## src/rtl/alu_ctrl_pkg.sv

```systemverilog
// Shared constants for the Booth multiplier control unit: one-hot state
// indices, state count and default operand width.
package alu_ctrl_pkg;

  localparam int STATE_N       = 9;
  localparam int DEFAULT_WIDTH = 8;

  typedef enum logic [3:0] {
    S_IDLE   = 4'd0,
    S_LOAD   = 4'd1,
    S_CHECK  = 4'd2,
    S_ADD    = 4'd3,
    S_SUB    = 4'd4,
    S_SHIFT  = 4'd5,
    S_OUT_HI = 4'd6,
    S_OUT_LO = 4'd7,
    S_END    = 4'd8
  } state_idx_e;

  function automatic logic is_onehot(input logic [STATE_N-1:0] v);
    return (v != '0) && ((v & (v - STATE_N'(1))) == '0);
  endfunction

endpackage

```

## src/rtl/state_ff.sv

```systemverilog
// One state bit of the one-hot controller: synchronous-reset flop with a
// load enable and a configurable reset value.
module state_ff #(
  parameter logic RST_VAL = 1'b0
) (
  input  logic clk,
  input  logic reset,
  input  logic en,
  input  logic d,
  output logic q
);

  always_ff @(posedge clk) begin
    if (reset)   q <= RST_VAL;
    else if (en) q <= d;
  end

endmodule

```

## src/rtl/booth_control_unit.sv

```systemverilog
// One-hot Booth multiplier sequencer: load, WIDTH check/add-sub/shift
// iterations, two result-bus cycles, then a one-cycle done.
module booth_control_unit
  import alu_ctrl_pkg::*;
#(
  parameter int WIDTH = DEFAULT_WIDTH,
  parameter int CNT_W = $clog2(WIDTH)
) (
  input  logic               clk,
  input  logic               reset,
  input  logic               start,
  input  logic               q0,
  input  logic               q_m1,
  output logic               load_en,
  output logic               add_en,
  output logic               sub_en,
  output logic               shift_en,
  output logic               out_hi,
  output logic               out_lo,
  output logic               busy,
  output logic               done,
  output logic [STATE_N-1:0] state
);

  logic [STATE_N-1:0] nxt;
  logic [CNT_W-1:0]   cnt;
  logic               cnt_clr;
  logic               cnt_inc;

  for (genvar i = 0; i < STATE_N; i++) begin : g_state
    state_ff #(.RST_VAL(i == int'(S_IDLE))) u_ff (
      .clk  (clk),
      .reset(reset),
      .en   (1'b1),
      .d    (nxt[i]),
      .q    (state[i])
    );
  end

  always_ff @(posedge clk) begin
    if (reset || cnt_clr) cnt <= '0;
    else if (cnt_inc)     cnt <= cnt + CNT_W'(1);
  end

  always_comb begin
    nxt     = '0;
    cnt_clr = 1'b0;
    cnt_inc = 1'b0;
    if (!is_onehot(state)) begin
      // Corrupted encoding: recover to a clean IDLE.
      nxt[S_IDLE] = 1'b1;
      cnt_clr     = 1'b1;
    end else if (state[S_IDLE]) begin
      if (start) nxt[S_LOAD] = 1'b1;
      else       nxt[S_IDLE] = 1'b1;
    end else if (state[S_LOAD]) begin
      nxt[S_CHECK] = 1'b1;
      cnt_clr      = 1'b1;
    end else if (state[S_CHECK]) begin
      case ({q0, q_m1})
        2'b01:   nxt[S_ADD]   = 1'b1;
        2'b10:   nxt[S_SUB]   = 1'b1;
        default: nxt[S_SHIFT] = 1'b1;
      endcase
    end else if (state[S_ADD] || state[S_SUB]) begin
      nxt[S_SHIFT] = 1'b1;
    end else if (state[S_SHIFT]) begin
      if (cnt == CNT_W'(WIDTH - 1)) begin
        nxt[S_OUT_HI] = 1'b1;
      end else begin
        nxt[S_CHECK] = 1'b1;
        cnt_inc      = 1'b1;
      end
    end else if (state[S_OUT_HI]) begin
      nxt[S_OUT_LO] = 1'b1;
    end else if (state[S_OUT_LO]) begin
      nxt[S_END] = 1'b1;
    end else begin
      nxt[S_IDLE] = 1'b1;
    end
  end

  assign load_en  = state[S_LOAD];
  assign add_en   = state[S_ADD];
  assign sub_en   = state[S_SUB];
  assign shift_en = state[S_SHIFT];
  assign out_hi   = state[S_OUT_HI];
  assign out_lo   = state[S_OUT_LO];
  assign done     = state[S_END];
  assign busy     = ~state[S_IDLE];

endmodule

```

## config.mk

```make
export PLATFORM = sky130hd
export DESIGN_NAME = booth_control_unit
export DESIGN_NICKNAME = d
export VERILOG_FILES = /design/src/rtl/alu_ctrl_pkg.sv /design/src/rtl/state_ff.sv /design/src/rtl/booth_control_unit.sv
export SDC_FILE = /design/constraint.sdc
export NUM_CORES = 1
export LEC_CHECK = 0
export BUFFER_PORTS_ARGS = -buffer_cell sky130_fd_sc_hd__buf_4
export CAP_MARGIN = 10
export CORE_MARGIN = 2
export CORE_UTILIZATION = 52
export CTS_BUF_LIST = sky130_fd_sc_hd__clkbuf_16
export DETAILED_ROUTE_END_ITERATION = 7
export GPL_TIMING_DRIVEN = 0
export MAX_ROUTING_LAYER = met4
export PLACE_DENSITY = 0.81
export REMOVE_ABC_BUFFERS = 1
export SLEW_MARGIN = 5
export SYNTH_ARGS = -nofsm -noshare
export SYNTH_HDL_FRONTEND = slang
export SYNTH_SLANG_ARGS = --single-unit
```

## constraint.sdc

```tcl
create_clock -name clk -period 5.1 [get_ports clk]
set_clock_uncertainty 0.1 [all_clocks]
set_input_delay 1.275 -clock clk [delete_from_list [all_inputs] [get_ports clk]]
set_output_delay 1.275 -clock clk [all_outputs]
set_load 0.005 [all_outputs]
```

==> results of run 1 <==
## report_power, final
group          switching [mW]  internal, mW
combinational          0.0406        0.0316
sequential             0.0166        0.0997
clock                  0.0397         0.103
## worst register-to-register path: stages, from the launching register on
cell	delay, ns
sky130_fd_sc_hd__dfxtp_1	0.57
sky130_fd_sc_hd__nor2_2	0.15
sky130_fd_sc_hd__nand3b_1	0.22
sky130_fd_sc_hd__mux2i_2	0.56
sky130_fd_sc_hd__and4b_1	0.26
## layout make-up
cell class,count,area (µm²)
fillers,101,384
repair buffers,21,158
inverters,3,11.3
well taps,15,18.8
clock inverters,1,3.75
flip-flops and latches,12,240
multi-input cells,49,378
clock buffers,3,75.1
## worst paths after layout
kind | slack, ns | depth (start not counted) | from | endpoint
setup / recovery | 2.66 | 2 | g_state[0].u_ff.q | busy
hold reg to reg | 0.44 | 2 | cnt[1] | cnt[1]
setup reg to reg | 3.13 | 4 | g_state[1].u_ff.q | cnt[2]
hold / removal | 0.44 | 2 | cnt[1] | cnt[1]
## per-stage QoR
stage / instance area (µm²) / utilization [%] / cells
2_1_floorplan: 629 / - / 64
3_5_place_dp: 806 / 63.5 / 100
4_1_cts: 885 / 69.7 / 104
6_report: 885 / 69.7 / 104
3_3_place_gp: 806 / 63.5 / 100
5_1_grt: 885 / 69.7 / 104
## layout by cell type (no fill, tap or decap), drive strengths merged, types with 2 or more instances in the layout
cell,Yosys,layout
buf,9,21
dfxtp,12,12
nor3,9,9
nor2,6,6
ha,4,4
nor4,4,4
inv,3,3
nand2,3,3
clkbuf,0,3
xnor2,2,2
o21ai,2,2
nand2b,2,2
nand4,2,2
mux2i,2,2
## layer usage
layer	up-vias	track usage [%]	share of wire [%]
met3	4	4.89	5.0
li1	296	-	-
met5	-	-	0
met1	286	26.4	44
met4	0	10.0	1.6
met2	18	32.9	49
## kinds of logic (layout without fill, tap and decap cells)
logic type	count (synthesis)	in the layout	share of synthesized area (%)
compound gates	7	7	9.34
simple gates	32	32	28.7
fa+ha+maj	5	5	8.62
mux	3	3	5.03
flops	12	12	34.5
xor+xnor	2	2	2.51
buf+inv	12	28	11.3
## flip-flops by register name, indices dropped and copies added, names as in the netlist
signal / cells
cnt: 3
g_state.u_ff.q: 9
==> implementation parameters, run 1 <==
Parameter                              Value

Timing
  Number of setup violations in the final report    0
  Transition time at the pin with the least slew margin    around 0.57 ns
  Fin crit share    between 40% and 50%
  Final Worst Setup Slack    ~2.7 ns
  Worst slew slack as a fraction of its limit    about three fifths
  Setup repair after global routing missed its margin    no
  Count of final hold-check violations    0
  Max Clock Freq    roughly 0.4 GHz
  Hold Worst Slack    roughly 0.44 ns
  Final TNS setup    0 ns
  Min Clock Period, post-route    around 2.4 ns
  Max-slew violation total from the final report    0

Power
  Worst ir drop on vdd    roughly 0.21 mV
  Cell leakage power    between 0.3 and 0.4 nW
  Pwr dens    between 300 and 400 nW/µm²
  Power Total    around 0.33 mW

Clock tree
  Post-CTS Setup Bufs    0
  Root buf cell    sky130_fd_sc_hd__clkbuf_16
  Clock buffer count from CTS    3
  Clk_lat worst skew    0.24 ns
  Count of hold buffers inserted by post-cts repair    0
  Maximum level of the CTS H-tree    1
  CTS clk-pin slew, worst paths    ~0.040 ns
  Resized cells post-CTS    0
  Deepest clock path buffer count    2
  CTS tree    done
  Total number of clock tree sinks    12

Detailed routing
  Number of nets with antenna violations after routing    0
  Routed wire length    1470 µm
  Number of iterations in the first detailed-routing pass    3
  Mean number of vias per cell    around 5.8
  Drt first-iter violations    6
  Vias after detailed routing    between 600 and 700
  Number of remaining DRC errors    0
  Wire length per cell    14.2 µm

Setup path
  Maximum cell stage delay along the critical path    roughly 0.53 ns
  Cell Chain, Critical Path    inv_1, buf_4
  Critical path's slowest cell    sky130_fd_sc_hd__dfxtp_1
  Maximum fanout along the worst path    7
  Crit start category    flop
  Worst setup EP type    output port
  Worst Path Arrival    1.06 ns
  Required time of the critical path    3.72 ns
  Setup CP Type    reg2out
  Buffers plus inverters on the worst setup path    2
  Kind of cell with the highest combined delay on the critical path    flip-flops

GRT
  Number of antenna violations at the first check in global routing    0
  GR Overflow Total    0
  Wire length of the first global-routing pass    around 2200 µm
  Largest net degree at the start of global routing    11
  Overall fraction of global-route tracks in use    between 20% and 30%
  Number of global-route vias before repair    ~480

Synth
  Count of yosys warnings during synthesis    0
  Post-synth EDFFs    0
  Commonest cells in the netlist    sky130_fd_sc_hd__dfxtp_1, sky130_fd_sc_hd__buf_4, sky130_fd_sc_hd__nor3_1
  Sequential share of the synthesized area    34.5%
  Area contributors post-synth    sky130_fd_sc_hd__dfxtp_1, sky130_fd_sc_hd__buf_4, sky130_fd_sc_hd__ha_1
  Number of unique standard cell types used by synthesis    30
  Dominant synthesized flop cell    sky130_fd_sc_hd__dfxtp_1
  Syn Area/Cell    9.55 µm²
  Top cell type's share of synthesized area    roughly 34%
  Cell count after synthesis    73
  Count leader, synth    sky130_fd_sc_hd__dfxtp_1
  Largest area contributor in the synthesized netlist    sky130_fd_sc_hd__dfxtp_1
  Ys async rst share    0%
  Post-synthesis instance area    around 700 µm²
  #FFs+latches synth    12

Place
  Routability-driven placement congestion ratio    around 0.76
  Dpl ws    2.55 ns
  Final HPWL from detailed placement    992 µm
  Buffers added on ports    21

Run
  Max Cap Viol    0

Cells and area
  Number of antenna cells inserted    0
  Area Overhead vs Synth    26.9%
  Fin nets    99
  Ratio of cells with drive above 1 in the final layout    34.8%

Die
  Effective utilization at floorplan    between 50% and 60%
  Die X    ~41 µm
  Area of the core    approximately 1300 µm²
  Count of standard-cell rows    13
  Die Area    ~1600 µm²
  Number of top-level pins    22
  Die boundary height    roughly 41 µm

Worst hold path
  Kind of path behind the tightest hold check    reg2reg

Run status
  Run status    completed
Power figures use the tool's default switching activity.
==> run 2: changes to the inputs <==
--- a/config.mk
+++ b/config.mk
@@ -7,13 +7,14 @@
 export LEC_CHECK = 0
 export BUFFER_PORTS_ARGS = -buffer_cell sky130_fd_sc_hd__buf_4
 export CAP_MARGIN = 10
+export CORE_ASPECT_RATIO = 0.9
 export CORE_MARGIN = 2
-export CORE_UTILIZATION = 52
+export CORE_UTILIZATION = 43
 export CTS_BUF_LIST = sky130_fd_sc_hd__clkbuf_16
 export DETAILED_ROUTE_END_ITERATION = 7
 export GPL_TIMING_DRIVEN = 0
 export MAX_ROUTING_LAYER = met4
-export PLACE_DENSITY = 0.81
+export PLACE_DENSITY = 0.72
 export REMOVE_ABC_BUFFERS = 1
 export SLEW_MARGIN = 5
 export SYNTH_ARGS = -nofsm -noshare
==> constraint.sdc (replaced) <==
create_clock -name clk -period 2 [get_ports clk]
set_clock_uncertainty 0.1 [all_clocks]
set_input_delay 0.5 -clock clk [delete_from_list [all_inputs] [get_ports clk]]
set_output_delay 0.5 -clock clk [all_outputs]
set_load 0.005 [all_outputs]
==> run 2 against run 1 <==
  * Cell count rose by 5.8%
  * Global-route usage fell by 4.2 points
  * First-iteration DRC count rose by 17%
  * Die area rose by 19%
  * Core utilization fell by 8.6 points
  * Clock power rose to 2.5 times the previous value
  * Flip-flop and latch count did not move
  * Sequential share of layout area fell by 0.46 points
  * Largest cell class unchanged
==> implementation parameters, run 2 (synthesis gave the netlist of run 1 again) <==
Parameter                              Value

Detailed routing
  Wire length per cell    13.0 µm (-8.4%)
  Drt first-iter violations    7 (+1)
  Routed wire length    1430 µm (-3.1%)
  Number of remaining DRC errors    0 (unchanged)
  Vias after detailed routing    576 (-4.6%)
  Number of nets with antenna violations after routing    0 (unchanged)
  Mean number of vias per cell    5.24 (-9.8%)
  Number of iterations in the first detailed-routing pass    4 (+1)

Die
  Number of top-level pins    22 (unchanged)
  Die X    46.4 µm (+14%)
  Area of the core    1480 µm² (+17%)
  Effective utilization at floorplan    47.1% (-7.8 points)
  Die boundary height    42.2 µm (+3.9%)
  Count of standard-cell rows    13 (unchanged)
  Die Area    1960 µm² (+19%)

Cells and area
  Fin nets    99 (unchanged)
  Highest-count cells in the layout ignoring fill and taps    sky130_fd_sc_hd__buf_4, sky130_fd_sc_hd__dfxtp_1, sky130_fd_sc_hd__nor3_1
  Number of flip-flops under the largest register name    9 (unchanged)
  Post-Layout Inst Area    905 µm² (+2.3%)
  Ratio of cells with drive above 1 in the final layout    36.4% (+1.5 points)
  Fin util    61.1% (-8.6 points)
  Reg with most FFs    g_state.u_ff.q
  Registers with the highest flip-flop counts    g_state.u_ff.q: 9 flops, cnt: 3 flops
  Filler Cell Count    128 (+27%)
  Most common cell after layout, fill and taps aside    sky130_fd_sc_hd__buf_4
  Area Overhead vs Synth    29.8%
  Number of antenna cells inserted    0 (unchanged)

Setup path
  Buffers plus inverters on the worst setup path    0 (-2)
  Worst setup EP type    flop
  Setup CP Type    reg2reg
  Critical path's slowest cell    sky130_fd_sc_hd__or4b_4
  Maximum cell stage delay along the critical path    0.60 ns (+0.07 ns)
  Cell Chain, Critical Path    or4b_4, nor3_4, mux2_1, and4b_1
  Kind of cell with the highest combined delay on the critical path    simple AND/OR/NAND/NOR gates
  Setup slack of the worst register-to-register path    0.09 ns (-3.04 ns)
  Required time of the critical path    2.03 ns (-1.69 ns)
  Worst Path Arrival    1.94 ns (+0.88 ns)
  Maximum fanout along the worst path    8 (+1)
  Crit start category    flop

Clock tree
  Total number of clock tree sinks    12 (unchanged)
  Maximum level of the CTS H-tree    1 (unchanged)
  Count of hold buffers inserted by post-cts repair    0 (unchanged)
  Root buf cell    sky130_fd_sc_hd__clkbuf_16
  CTS tree    done
  CTS clk-pin slew, worst paths    0.04 ns (about the same)
  Clk_lat worst skew    0.24 ns (about the same)
  Post-CTS Setup Bufs    0 (unchanged)
  Resized cells post-CTS    0 (unchanged)
  Clock buffer count from CTS    3 (unchanged)
  Deepest clock path buffer count    2 (unchanged)

Place
  Buffers added on ports    21 (unchanged)
  Routability-driven placement congestion ratio    0.715 (-5.5%)
  Placed cell area    815 µm² (+1.1%)
  Dpl ws    0.0425 ns (-2.51 ns)
  Final HPWL from detailed placement    1020 µm (+2.4%)

Power
  Worst ir drop on vdd    0.468 mV (+120%)
  Cell leakage power    0.392 nW (+0.62%)
  Pwr dens    941 nW/µm² (+150%)

Timing
  Count of final hold-check violations    0 (unchanged)
  Setup repair after global routing missed its margin    yes
  Final TNS setup    0 ns (unchanged)
  Final Worst Setup Slack    0.0851 ns (-2.58 ns)
  Number of setup violations in the final report    0 (unchanged)
  Max Clock Freq    about 0.52 GHz
  Worst slew slack as a fraction of its limit    63.6% (+2.4 points)
  Max-slew violation total from the final report    0 (unchanged)
  Transition time at the pin with the least slew margin    0.544 ns (-0.0270 ns)
  Min Clock Period, post-route    about 1.9 ns
  Fin crit share    95.7%

GRT
  Overall fraction of global-route tracks in use    17.2% (-4.2 points)
  GRT met1 Usage    20.1% (-6.3 points)
  Routing usage on met2    26.9% (-6.0 points)
  Met3 track demand over resource    2.59% (-2.3 points)
  Most Crowded Layer GR    met2
  Largest net degree at the start of global routing    11 (unchanged)
  Wire length of the first global-routing pass    2340 µm (+5.6%)
  Number of global-route vias before repair    525 (+8.5%)
  GR Overflow Total    0 (unchanged)
  Number of antenna violations at the first check in global routing    0 (unchanged)

Worst hold path
  Kind of path behind the tightest hold check    in2reg

Run status
  Run status    completed

Run
  Max Cap Viol    0 (unchanged)
-- run 2: worst register-to-register path, cell delays in order, from the launching register on --
cell and delay, ns:
sky130_fd_sc_hd__dfxtp_1 0.37, sky130_fd_sc_hd__or4b_4 0.60, sky130_fd_sc_hd__nor3_4 0.21, sky130_fd_sc_hd__mux2_1 0.34, sky130_fd_sc_hd__and4b_1 0.18
-- run 2: final cells by class --
| type | count | area [µm²] | share of cell area, % |
|---|---|---|---|
| clock buffers | 3 | 75.1 | 8.30 |
| flip-flops and latches | 12 | 241 | 26.7 |
| inverters | 3 | 11.3 | 1.24 |
| multi-input cells | 49 | 392 | 43.3 |
| repair buffers | 21 | 158 | 17.4 |
| well taps | 22 | 27.5 | 3.04 |
-- run 2: path summary, 6_finish.rpt --
check | startpoint | cells after the start | endpoint
max | g_state[2].u_ff.q | 4 | cnt[2]
max reg2reg | g_state[2].u_ff.q | 4 | cnt[2]
min reg2reg | cnt[1] | 2 | cnt[1]
min | reset | 2 | g_state[8].u_ff.q
-- run 2: power breakdown --
part | internal [mW] | switching (mW) | leakage (nW)
Sequential | 0.254 | 0.0471 | 0.0976
Clock | 0.260 | 0.0978 | 0.0370
Combinational | 0.0900 | 0.102 | 0.258
Total | 0.604 | 0.247 | 0.392
-- run 2: metal layers --
| layer | routed length, µm | vias up | share of wire, % |
|---|---|---|---|
| met5 | 0 | - | 0 |
| met4 | 36 | 0 | 2.5 |
| met3 | 60 | 5 | 4.2 |
| met2 | 713 | 21 | 50 |
| met1 | 618 | 260 | 43 |
| li1 | - | 290 | - |
-- run 2: metrics by stage --
stage | hold slack [ns] | cells | power [mW]
after floorplan | 0.403 | 64 | 0.403
after global placement | 0.418 | 107 | 0.480
after detailed placement | 0.438 | 107 | 0.481
after CTS | 0.352 | 110 | 0.841
after global routing | 0.358 | 110 | 0.889
final | 0.353 | 110 | 0.851
==> run 3: changes to the inputs <==
--- a/config.mk
+++ b/config.mk
@@ -16,6 +16,7 @@
 export MAX_ROUTING_LAYER = met4
 export PLACE_DENSITY = 0.72
 export REMOVE_ABC_BUFFERS = 1
+export SETUP_SLACK_MARGIN = 0.2
 export SLEW_MARGIN = 5
 export SYNTH_ARGS = -nofsm -noshare
 export SYNTH_HDL_FRONTEND = slang
==> run 3 against run 2 <==
  * Via count grew 5.9%
  * Worst hold slack gained 0.0012 ns
  * Clock power is essentially flat
  * Maximum frequency grew 5.1%
  * Core utilization grew 4.7 points
  * Largest cell class unchanged
==> implementation parameters, run 3 (synthesis gave the netlist of run 1 again) <==
Parameter                              Value

Timing
  Max-slew violation total from the final report    0 (unchanged)
  Max Clock Freq    0.549 GHz (+5.1%)
  Fin crit share    91.1% (-4.7 points)
  Hold Worst Slack    0.354 ns (+0.00121 ns)
  Min Clock Period, post-route    1.82 ns (-0.0931 ns)
  Transition time at the pin with the least slew margin    0.418 ns (-0.127 ns)
  Count of final hold-check violations    0 (unchanged)
  Number of setup violations in the final report    0 (unchanged)
  Final TNS setup    0 ns (unchanged)
  Setup repair after global routing missed its margin    yes
  Worst slew slack as a fraction of its limit    72.1% (+8.6 points)

Setup path
  Maximum cell stage delay along the critical path    0.50 ns (-0.10 ns)
  Crit start category    flop
  Critical path's slowest cell    sky130_fd_sc_hd__or3b_2
  Cell Chain, Critical Path    or3b_2, o21ai_0, mux2i_4, or3_1
  Setup CP Type    reg2reg
  Required time of the critical path    2.02 ns (about the same)
  Worst setup EP type    flop
  Maximum fanout along the worst path    10 (+2)
  Worst Path Arrival    1.84 ns (-0.10 ns)

Cells and area
  Fin nets    106 (+7.1%)
  Highest-count cells in the layout ignoring fill and taps    sky130_fd_sc_hd__buf_4, sky130_fd_sc_hd__nor3_1, sky130_fd_sc_hd__dfxtp_1
  Most common cell after layout, fill and taps aside    sky130_fd_sc_hd__buf_4
  Reg with most FFs    g_state.u_ff.q
  Area Overhead vs Synth    39.9%
  Fin util    65.8% (+4.7 points)
  Registers with the highest flip-flop counts    g_state.u_ff.q: 9 flops, cnt: 3 flops
  Number of standard cells in the final layout excluding fillers    117 (+6.4%)
  Number of flip-flops under the largest register name    9 (unchanged)
  Number of antenna cells inserted    0 (unchanged)
  Post-Layout Inst Area    975 µm² (+7.7%)
  Ratio of cells with drive above 1 in the final layout    47.4% (+11 points)

Place
  Buffers added on ports    21 (unchanged)
  Placed insts    107 (unchanged)
  Final HPWL from detailed placement    1020 µm (unchanged)
  Placed cell area    815 µm² (unchanged)
  Routability-driven placement congestion ratio    0.715 (unchanged)

Die
  Area of the core    1480 µm² (unchanged)
  Number of top-level pins    22 (unchanged)
  Effective utilization at floorplan    47.1% (unchanged)
  Die X    46.4 µm (unchanged)
  Count of standard-cell rows    13 (unchanged)
  Die Area    1960 µm² (unchanged)
  Die boundary height    42.2 µm (unchanged)

GRT
  Wire length of the first global-routing pass    2540 µm (+8.6%)
  GR Overflow Total    0 (unchanged)
  Number of antenna violations at the first check in global routing    0 (unchanged)
  Overall fraction of global-route tracks in use    18.9% (+1.7 points)
  Number of global-route vias before repair    567 (+8.0%)
  Largest net degree at the start of global routing    11 (unchanged)

Detailed routing
  Number of iterations in the first detailed-routing pass    4 (unchanged)
  Routed wire length    1590 µm (+11%)
  Wire length per cell    13.6 µm (+4.7%)
  Mean number of vias per cell    5.21 (-0.43%)
  Number of nets with antenna violations after routing    0 (unchanged)
  Number of remaining DRC errors    0 (unchanged)
  Drt first-iter violations    16 (+9)
  Vias after detailed routing    610 (+5.9%)

Run status
  Run status    completed

Clock tree
  Root buf cell    sky130_fd_sc_hd__clkbuf_16
  CTS tree    done
  Maximum level of the CTS H-tree    1 (unchanged)
  CTS clk-pin slew, worst paths    0.04 ns (about the same)
  Total number of clock tree sinks    12 (unchanged)
  Deepest clock path buffer count    2 (unchanged)
  Count of hold buffers inserted by post-cts repair    0 (unchanged)
  Clk_lat worst skew    0.24 ns (about the same)
  Clock buffer count from CTS    3 (unchanged)

Worst hold path
  Kind of path behind the tightest hold check    in2reg

Power
  Pwr dens    912 nW/µm² (-3.0%)
  Worst ir drop on vdd    0.461 mV (-1.6%)
  Cell leakage power    0.428 nW (+9.1%)

Run
  Max Cap Viol    0 (unchanged)
==> run 3: cell types whose count changed in the layout (fill, tap and decap cells not counted), sizes merged <==
cell	previous run	this run
buf	21	28
==> run 3: final timing paths <==
kind                            slack, ns           endpoint  depth (start not counted)         startpoint
worst max register to register       0.18  g_state[0].u_ff.q                          4  g_state[7].u_ff.q
worst min register to register       0.38  g_state[8].u_ff.q                          1  g_state[6].u_ff.q
worst min-delay path                 0.35  g_state[8].u_ff.q                          2              reset
worst max-delay path                 0.18  g_state[0].u_ff.q                          4  g_state[7].u_ff.q
==> run 3: stage by stage <==
| stage | total power [mW] | setup slack [ns] |
|---|---|---|
| 2_1_floorplan | 0.403 | 0.172 |
| 3_3_place_gp | 0.480 | 0.0742 |
| 3_5_place_dp | 0.481 | 0.0425 |
| 4_1_cts | 0.865 | 0.174 |
| 5_1_grt | 0.927 | 0.108 |
| 6_report | 0.889 | 0.178 |
==> run 3: final cells by class <==
type / instances / area (µm²)
timing repair buffer: 28 / 210
tap: 22 / 27.5
sequential: 12 / 249
multi-input combinational: 49 / 402
inverter: 3 / 11.3
fill: 114 / 505
clock buffer: 3 / 75.1
==> run 3: routing by layer <==
layer / vias to the layer above / part of all wire, % / GRT usage [%]
li1: 307 / - / -
met1: 282 / 42 / 21.4
met2: 17 / 52 / 30.8
met3: 4 / 3.4 / 2.59
met4: 0 / 2.3 / 10.3
met5: - / 0 / -
==> run 3: worst max-delay path, delay by kind of cell, from the launching register on <==
| family | cells | cell delay, ns |
|---|---|---|
| simple gates | 2 | 0.90 |
| flops | 1 | 0.36 |
| mux | 1 | 0.18 |
| compound gates | 1 | 0.16 |
==> run 3: timing repair <==
| action | 4_1_cts | 5_1_grt |
|---|---|---|
| endpoints found under the setup margin | 10 | 7 |
| resized for setup | 9 | 1 |
| setup buffers | 5 | 2 |
| pin swaps | 3 | 1 |
==> run 3: power breakdown <==
group / switching [mW] / internal [mW]
Combinational: 0.113 / 0.114
Clock: 0.101 / 0.260
Sequential: 0.0471 / 0.255
